[config.mk]
export PLATFORM = sky130hd
export DESIGN_NAME = food_placer
export DESIGN_NICKNAME = d
export VERILOG_FILES = /design/src/rtl/food_placer.sv
export SDC_FILE = /design/constraint.sdc
export NUM_CORES = 1
export LEC_CHECK = 0
export ABC_AREA = 0
export CAP_MARGIN = 10
export CORE_MARGIN = 8
export CORE_UTILIZATION = 45
export CTS_CLUSTER_DIAMETER = 60
export CTS_CLUSTER_SIZE = 24
export DETAILED_ROUTE_END_ITERATION = 6
export PLACE_DENSITY = 0.87
export SLEW_MARGIN = 20
export SYNTH_ARGS = -nofsm -noshare
export SYNTH_HDL_FRONTEND = slang
export SYNTH_SLANG_ARGS = --single-unit
[constraint.sdc]
create_clock -name clk -period 4.3 [get_ports clk]
set_clock_uncertainty 0.15 [all_clocks]
set_input_delay 0.43 -clock clk [delete_from_list [all_inputs] [get_ports clk]]
set_output_delay 0.43 -clock clk [all_outputs]
set_load 0.1 [all_outputs]
[src/rtl/food_placer.sv]
// Places food on a random free grid cell using LFSR draws checked against the occupancy map.
// Optional raster-scan fallback after MAX_TRIES draws is enabled by defining FOOD_PLACER_SCAN_EN.
module food_placer #(
    parameter int GRID_W    = 32,
    parameter int GRID_H    = 24,
    parameter int X_W       = 5,
    parameter int Y_W       = 5,
    parameter int RAND_W    = 16,
    parameter int MAX_TRIES = 64
) (
    input  logic              clk,
    input  logic              rst_n,
    input  logic              place_req,
    input  logic [RAND_W-1:0] rand_in,
    output logic              occ_rd,
    output logic [X_W-1:0]    occ_x,
    output logic [Y_W-1:0]    occ_y,
    input  logic              occ_rd_data,
    output logic [X_W-1:0]    food_x,
    output logic [Y_W-1:0]    food_y,
    output logic              food_valid,
    output logic              busy,
    output logic              done,
    output logic              fail
);

    localparam logic [2:0] S_IDLE  = 3'd0;
    localparam logic [2:0] S_DRAW  = 3'd1;
    localparam logic [2:0] S_READ  = 3'd2;
    localparam logic [2:0] S_CHECK = 3'd3;
    localparam logic [2:0] S_DONE  = 3'd4;
    localparam logic [2:0] S_FAIL  = 3'd5;
`ifdef FOOD_PLACER_SCAN_EN
    localparam logic [2:0] S_SCAN_RD  = 3'd6;
    localparam logic [2:0] S_SCAN_CHK = 3'd7;
    localparam logic [2:0] S_EXHAUST  = S_SCAN_RD;
    localparam int         SCAN_W     = $clog2(GRID_W * GRID_H);
    localparam logic [SCAN_W-1:0] LAST_CELL = SCAN_W'(GRID_W * GRID_H - 1);
    localparam logic [X_W-1:0]    X_LAST    = X_W'(GRID_W - 1);
    localparam logic [Y_W-1:0]    Y_LAST    = Y_W'(GRID_H - 1);
`else
    localparam logic [2:0] S_EXHAUST  = S_FAIL;
`endif

    localparam int               TRY_W   = $clog2(MAX_TRIES + 1);
    localparam logic [TRY_W-1:0] TRY_MAX = TRY_W'(MAX_TRIES);
    localparam logic [X_W:0]     X_LIM   = (X_W + 1)'(GRID_W);
    localparam logic [Y_W:0]     Y_LIM   = (Y_W + 1)'(GRID_H);

    logic [2:0]       state;
    logic [2:0]       state_next;
    logic             rd_next;
    logic [TRY_W-1:0] tries;
    logic [TRY_W-1:0] tries_inc;
    logic [X_W-1:0]   cx;
    logic [Y_W-1:0]   cy;
    logic             in_range;
    logic             accept;
`ifdef FOOD_PLACER_SCAN_EN
    logic [SCAN_W-1:0] scan_cnt;
`endif

    // Raw bit-slice mapping; out-of-range draws are simply rejected, never folded.
    assign cx        = rand_in[X_W-1:0];
    assign cy        = rand_in[X_W+Y_W-1:X_W];
    assign in_range  = ({1'b0, cx} < X_LIM) && ({1'b0, cy} < Y_LIM);
    assign tries_inc = tries + TRY_W'(1);
    assign accept    = (state == S_IDLE) && place_req;

    generate
        if (RAND_W > X_W + Y_W) begin : g_unused_rand
            logic unused_rand;
            assign unused_rand = ^rand_in[RAND_W-1:X_W+Y_W];
        end
    endgenerate

    // NOTE: every signal written here gets a default first, so no path can infer a latch.
    always_comb begin
        state_next = state;
        case (state)
            S_IDLE:  if (place_req) state_next = S_DRAW;
            S_DRAW: begin
                if (in_range)                 state_next = S_READ;
                else if (tries_inc == TRY_MAX) state_next = S_EXHAUST;
            end
            S_READ:  state_next = S_CHECK;
            S_CHECK: begin
                if (!occ_rd_data)          state_next = S_DONE;
                else if (tries == TRY_MAX) state_next = S_EXHAUST;
                else                       state_next = S_DRAW;
            end
`ifdef FOOD_PLACER_SCAN_EN
            S_SCAN_RD:  state_next = S_SCAN_CHK;
            S_SCAN_CHK: begin
                if (!occ_rd_data)               state_next = S_DONE;
                else if (scan_cnt == LAST_CELL) state_next = S_FAIL;
                else                            state_next = S_SCAN_RD;
            end
`endif
            S_DONE, S_FAIL: state_next = S_IDLE;
            default:        state_next = S_IDLE;
        endcase

        rd_next = (state_next == S_READ);
`ifdef FOOD_PLACER_SCAN_EN
        rd_next = rd_next || (state_next == S_SCAN_RD);
`endif
    end

    // NOTE: sequential state uses non-blocking assignments so all flops update together.
    always_ff @(posedge clk or negedge rst_n) begin
        if (!rst_n) begin
            state      <= S_IDLE;
            tries      <= '0;
            occ_rd     <= 1'b0;
            occ_x      <= '0;
            occ_y      <= '0;
            food_x     <= '0;
            food_y     <= '0;
            food_valid <= 1'b0;
`ifdef FOOD_PLACER_SCAN_EN
            scan_cnt   <= '0;
`endif
        end else begin
            state  <= state_next;
            occ_rd <= rd_next;

            // occ_x/occ_y double as the last in-range candidate and the scan cursor.
            if (accept) begin
                tries      <= '0;
                food_valid <= 1'b0;
                occ_x      <= '0;
                occ_y      <= '0;
`ifdef FOOD_PLACER_SCAN_EN
                scan_cnt   <= '0;
`endif
            end

            if (state == S_DRAW) begin
                tries <= tries_inc;
                if (in_range) begin
                    occ_x <= cx;
                    occ_y <= cy;
                end
            end

`ifdef FOOD_PLACER_SCAN_EN
            if ((state == S_SCAN_CHK) && occ_rd_data && (scan_cnt != LAST_CELL)) begin
                scan_cnt <= scan_cnt + SCAN_W'(1);
                if (occ_x == X_LAST) begin
                    occ_x <= '0;
                    occ_y <= (occ_y == Y_LAST) ? '0 : occ_y + Y_W'(1);
                end else begin
                    occ_x <= occ_x + X_W'(1);
                end
            end
`endif

            if (state_next == S_DONE) begin
                food_x     <= occ_x;
                food_y     <= occ_y;
                food_valid <= 1'b1;
            end
        end
    end

    assign busy = (state != S_IDLE) && (state != S_DONE) && (state != S_FAIL);
    assign done = (state == S_DONE);
    assign fail = (state == S_FAIL);

endmodule

==> impl_metrics.py, run 1 <==
metrics = {
    "die": {
        "die_x_um": 73.40,
        "start_util_pct": 45.51,
        "boundaryPins": 45,
        "num_rows": 21,
        "coreArea_um2": 3258,
        "die_h_um": 73.40,
        "die_area_um2": 5388,
    },
    "drt": {
        "dr.pass1.iters": 5,
        "drcViolationCount": 0,
        "dr.first_iter.drc_count": 121,
        "ant_nets": 0,
        "vias_per_cell": 5.290,
        "wl_per_cell_um": 15.82,
        "dr_total_vias": 1185,
        "drt-total-wl_um": 3544,
    },
    "global_route": {
        "grt_util_all_layers_pct": 14.31,
        "grt_start_max_net_pins": 33,
        "gr-total-overflow": 0,
        "antenna_found_initial": 0,
        "grt_pass1_wl_um": 5927,
        "grt_pass1_vias": 1209,
    },
    "yosys": {
        "ys_seq_elements": 32,
        "synth_flop_cell": "dfrtp_1",
        "synth_top_area_share_pct": 54.01,
        "synth_warnings": 0,
        "yosysTopAreaCell": "dfrtp_1",
        "ys_top_cells_by_area": "dfrtp_1 54%, mux2_4 9.1%, nand2_1 6.6%",
        "yosysUniqueCellTypes": 33,
        "seq_area_frac_synth_pct": 54.01,
        "ys_async_sr_fraction_pct": 100.0,
        "synth.most_common_cell": "dfrtp_1",
        "synth_nets": 160,
        "netlist_instances": 138,
        "synth_area_um2": 1483,
        "avgSynthCellArea_um2": 10.74,
        "synth_edf_count": 0,
        "synth_common_cells": "32 x dfrtp_1, 26 x nand2_1, 15 x o21ai_0",
    },
    "clocking": {
        "path_clk_slew_ns": 0.10,
        "cts_buffers": 5,
        "ctsHoldBuffers": 0,
        "root_buffer": "clkbuf_4",
        "clk_latency_ns": 0.33,
        "post_cts_buffers": 0,
        "htreeDepth": 2,
        "cts_tree": "built",
        "clock_sinks": 32,
        "ctsLongestPathBuffers": 2,
        "cts-resized-gates": 0,
    },
    "placed_design": {
        "place_area_um2": 1893,
        "place.port_buffers": 38,
        "hpwl_um": 2571,
        "finalWeightedCongestion": 0.9462,
        "place_inst": 217,
    },
    "flow_run": {
        "maxCapViolations": 0,
    },
    "critical_path": {
        "worstPathRequired_ns": 3.72,
        "end_kind": "output port",
        "startpoint_type": "register",
        "setup.worst_path.class": "reg -> out",
        "crit_path_start": "state[0]$_DFF_PN0_",
        "worstPathArrival_ns": 2.44,
        "path_max_fanout": 7,
        "worstReg2RegStart": "tries[4]$_DFFE_PN0P_",
    },
    "layout": {
        "synthToLayoutAreaGrowth_pct": 32.07,
        "final_cell_area_um2": 1958,
        "final_cells": 224,
        "num_antenna_cells": 0,
        "fill_cells": 288,
        "drive_gt1_share_pct": 13.48,
        "nets": 200,
    },
    "sta": {
        "worst_pin_slew_ns": 0.9852,
        "fmax_mhz": 331.6,
        "setup_viol": 0,
        "tns_ns": 0,
        "rsz0062_at_grt": "false",
        "slew_viol_final": 0,
        "fin_crit_ns": 3.015,
        "period_share_pct": 70.12,
        "hold_viol_final": 0,
        "slew_headroom_pct": 34.12,
    },
    "min_path": {
        "hold_class": "in -> async",
    },
    "outcome": {
        "status": "complete, no violations",
    },
}
-- kinds of logic (layout without fill, tap and decap cells) --
logic type	after synthesis	after routing	synth area share, %
AO/OA/AOI/OAI	28	28	11.73
XOR/XNOR	1	1	0.5908
adder cells (fa/ha/maj)	2	2	1.687
buffers and inverters	9	49	3.122
flip-flops	32	32	54.01
multiplexers	10	10	9.873
AND/OR/NAND/NOR	56	56	18.99
-- worst max-delay path, stage by stage, from the launching register on --
cell and delay, ns:
dfrtp_1 0.44, inv_1 0.11, nor3b_1 0.35, clkdlybuf4s50_1 1.21
-- per-stage QoR --
stage / worst slack, ns / hold WS (ns) / util, %
after floorplan: 0.9860 / -0.01559 / -
after global placement: 1.624 / 0.3236 / 58.10
after detailed placement: 1.599 / 0.3304 / 58.10
after CTS: 1.372 / 0.3499 / 60.10
after global routing: 1.185 / 0.3799 / 60.10
final: 1.285 / 0.3435 / 60.10
-- area by class of cell --
type | instances | area (µm²) | area share [%]
tap | 46 | 57.56 | 2.939
sequential | 32 | 800.8 | 40.89
multi-input combinational | 97 | 635.6 | 32.46
clock buffer | 7 | 65.06 | 3.323
inverter | 3 | 11.26 | 0.5751
timing repair buffer | 39 | 387.9 | 19.81
-- state kept, by name (all words and copies together), names as in the netlist --
register	count
occ_y	5
food_x	5
tries	7
state	3
food_valid	1
food_y	5
occ_x	5
occ_rd	1
-- placed cells by master (no fill, tap or decap), types with 2 or more instances in the layout --
cell	n
inv_1	3
dfrtp_1	32
and2_1	3
nand3_1	4
clkbuf_8	2
o31ai_1	2
clkdlybuf4s50_1	38
nor3_1	2
clkbuf_4	5
or2_2	2
a22o_1	2
ha_1	2
nand2_1	26
nor2_1	9
nor3b_1	4
a21oi_1	3
mux2_4	9
o21ai_0	15
-- path summary, 6_finish.rpt --
kind	to	cells after the start	slack, ns
worst max-delay path	fail	3	1.28
worst min-delay path	food_x[0]$_DFFE_PN0N_	2	0.34
worst max register to register	food_y[1]$_DFFE_PN0N_	4	1.96
worst min register to register	food_valid$_DFFE_PN0P_	2	0.36
max in group asynchronous	tries[5]$_DFFE_PN0P_	2	3.35
min in group clk	food_valid$_DFFE_PN0P_	2	0.36
-- routing by layer --
metal	vias up	part of all wire (%)	global-route usage, %
li1	555	-	-
met2	53	48	24.03
met3	5	8.8	5.184
met1	572	42	16.65
met4	0	1.0	3.991
met5	-	0	0
Power of run 1 is left out: the tool's default activity adds up to more than one toggle a clock period on the data nets, which glitch-free logic cannot reach.
==> run 2, diff against run 1 <==
Clock period 4.3 ns to 2.9 ns, I/O delays scaled along.
==> run 2 against run 1 <==
Net effect:
- die area unchanged
- via count shrank 0.42%
- critical path depth rose by 2
- final cell count rose by 1.3%
- global-route usage shrank 0.46 points
- first-iteration DRC count decreased by 39%
- setup slack lost 0.48 ns
- sequential cell count unchanged
- non-clock buffer count grew 2
- sequential share of layout area up 0.77 points
- critical endpoint is now food_y[4]$_DFFE_PN0N_
- hold slack got worse by 0.15 ns
- wire length shrank 4.1%
==> impl_metrics.py, run 2 (synthesis results as in run 1) <==
metrics = {
    "die": {
        "num_rows": 21,
        "die_area_um2": 5388,
        "start_util_pct": 45.51,
        "coreArea_um2": 3258,
        "die_h_um": 73.40,
        "die_x_um": 73.40,
        "boundaryPins": 45,
    },
    "global_route": {
        "grt_pass1_vias": 1193,
        "grt_start_max_net_pins": 33,
        "grt_util_all_layers_pct": 13.85,
        "antenna_found_initial": 0,
        "gr-total-overflow": 0,
        "grt_pass1_wl_um": 5733,
    },
    "critical_path": {
        "crit_path_start": "tries[4]$_DFFE_PN0P_",
        "worstPathRequired_ns": 2.97,
        "path_max_fanout": 11,
        "path_cells": "or4_4 > o21ai_2 > nand4b_2 > buf_4 > mux2_4",
        "cp.depth": 5,
        "crit_slowest_cell": "or4_4",
        "critPathMaxStageDelay_ns": 0.55,
        "worstReg2RegStart": "tries[4]$_DFFE_PN0P_",
        "rr_endpoint": "food_y[4]$_DFFE_PN0N_",
        "end_kind": "register",
        "worstPathArrival_ns": 2.17,
        "critPathCapture": "food_y[4]$_DFFE_PN0N_",
        "r2r_cells": 5,
        "setup.worst_path.class": "reg -> reg",
        "startpoint_type": "register",
        "path_buf_inv": 1,
        "regToRegSetupSlack_ns": 0.80,
        "cp_top_family": "simple AND/OR/NAND/NOR gates",
    },
    "drt": {
        "drt-total-wl_um": 3399,
        "dr.pass1.iters": 4,
        "drcViolationCount": 0,
        "dr.first_iter.drc_count": 74,
        "wl_per_cell_um": 14.97,
        "vias_per_cell": 5.198,
        "dr_total_vias": 1180,
        "ant_nets": 0,
    },
    "clocking": {
        "path_clk_slew_ns": 0.10,
        "ctsHoldBuffers": 0,
        "ctsLongestPathBuffers": 2,
        "root_buffer": "clkbuf_4",
        "clock_sinks": 32,
        "cts_buffers": 5,
        "clk_latency_ns": 0.33,
        "htreeDepth": 2,
        "cts_tree": "built",
        "post_cts_buffers": 0,
        "cts-resized-gates": 0,
    },
    "sta": {
        "slew_viol_final": 0,
        "hold_viol_final": 0,
        "setup_viol": 0,
        "fin_crit_ns": 2.099,
        "worst_pin_slew_ns": 0.6582,
        "fmax_mhz": 476.4,
        "rsz0062_at_grt": "false",
        "period_share_pct": 72.38,
        "slew_headroom_pct": 56.02,
    },
    "outcome": {
        "status": "complete, no violations",
    },
    "layout": {
        "num_antenna_cells": 0,
        "drive_gt1_share_pct": 28.18,
        "final_common_cell": "dfrtp_1",
        "nets": 202,
        "largest_reg_flops": 7,
        "final_cell_area_um2": 1922,
        "top_register": "tries",
        "synthToLayoutAreaGrowth_pct": 29.62,
        "final_cell_mix": "32 x dfrtp_1, 28 x buf_4, 26 x nand2_1",
    },
    "flow_run": {
        "maxCapViolations": 0,
    },
    "placed_design": {
        "place.port_buffers": 38,
        "hpwl_um": 2492,
        "finalWeightedCongestion": 0.9375,
        "place_area_um2": 1846,
    },
    "min_path": {
        "hold_class": "in -> async",
    },
}
run 2: cell count changes in the layout (fill, tap and decap cells not counted), sizes merged:
cell	change
clkdlybuf4s50	-25
clkinv	+1
buf	+27
bufinv	+1
clkbuf	-1
run 2: final cells by class:
| class | count | area (µm²) |
|---|---|---|
| clock buffers | 6 | 41.29 |
| clock inverters | 2 | 35.03 |
| fillers | 281 | 1336 |
| inverters | 3 | 11.26 |
| multi-input cells | 97 | 635.6 |
| flip-flops and latches | 32 | 800.8 |
| well taps | 46 | 57.56 |
| repair buffers | 41 | 340.3 |
run 2: worst min-delay path by stage:
stage | startpoint | to | cells past startpoint
6_report | rst_n | food_x[0]$_DFFE_PN0N_ | 2
5_1_grt | rst_n | occ_y[2]$_DFF_PN0_ | 2
4_1_cts | rst_n | food_x[0]$_DFFE_PN0N_ | 2
3_5_place_dp | food_valid$_DFFE_PN0P_ | food_valid$_DFFE_PN0P_ | 2
3_3_place_gp | food_valid$_DFFE_PN0P_ | food_valid$_DFFE_PN0P_ | 2
2_1_floorplan | rst_n | food_valid$_DFFE_PN0P_ | 0
run 2: per-stage QoR:
step | instances | hold slack (ns) | utilization, % | TNS (ns) | setup slack, ns
after floorplan | 138 | -0.1556 | - | -0.5479 | -0.2740
after global placement | 219 | 0.3257 | 56.64 | 0 | 0.6464
after detailed placement | 219 | 0.3269 | 56.64 | 0 | 0.5920
after CTS | 227 | 0.1992 | 58.99 | 0 | 0.7782
after global routing | 227 | 0.2120 | 58.99 | 0 | 0.6430
final | 227 | 0.1952 | 58.99 | 0 | 0.8011
run 2: routing by layer:
layer | part of all wire, % | vias up | global-route usage (%)
li1 | - | 558 | -
met4 | 1.4 | 0 | 6.652
met1 | 43 | 566 | 15.81
met3 | 10 | 6 | 6.412
met5 | 0 | - | 0
met2 | 45 | 50 | 21.35
Power of run 2 is left out for the same reason.
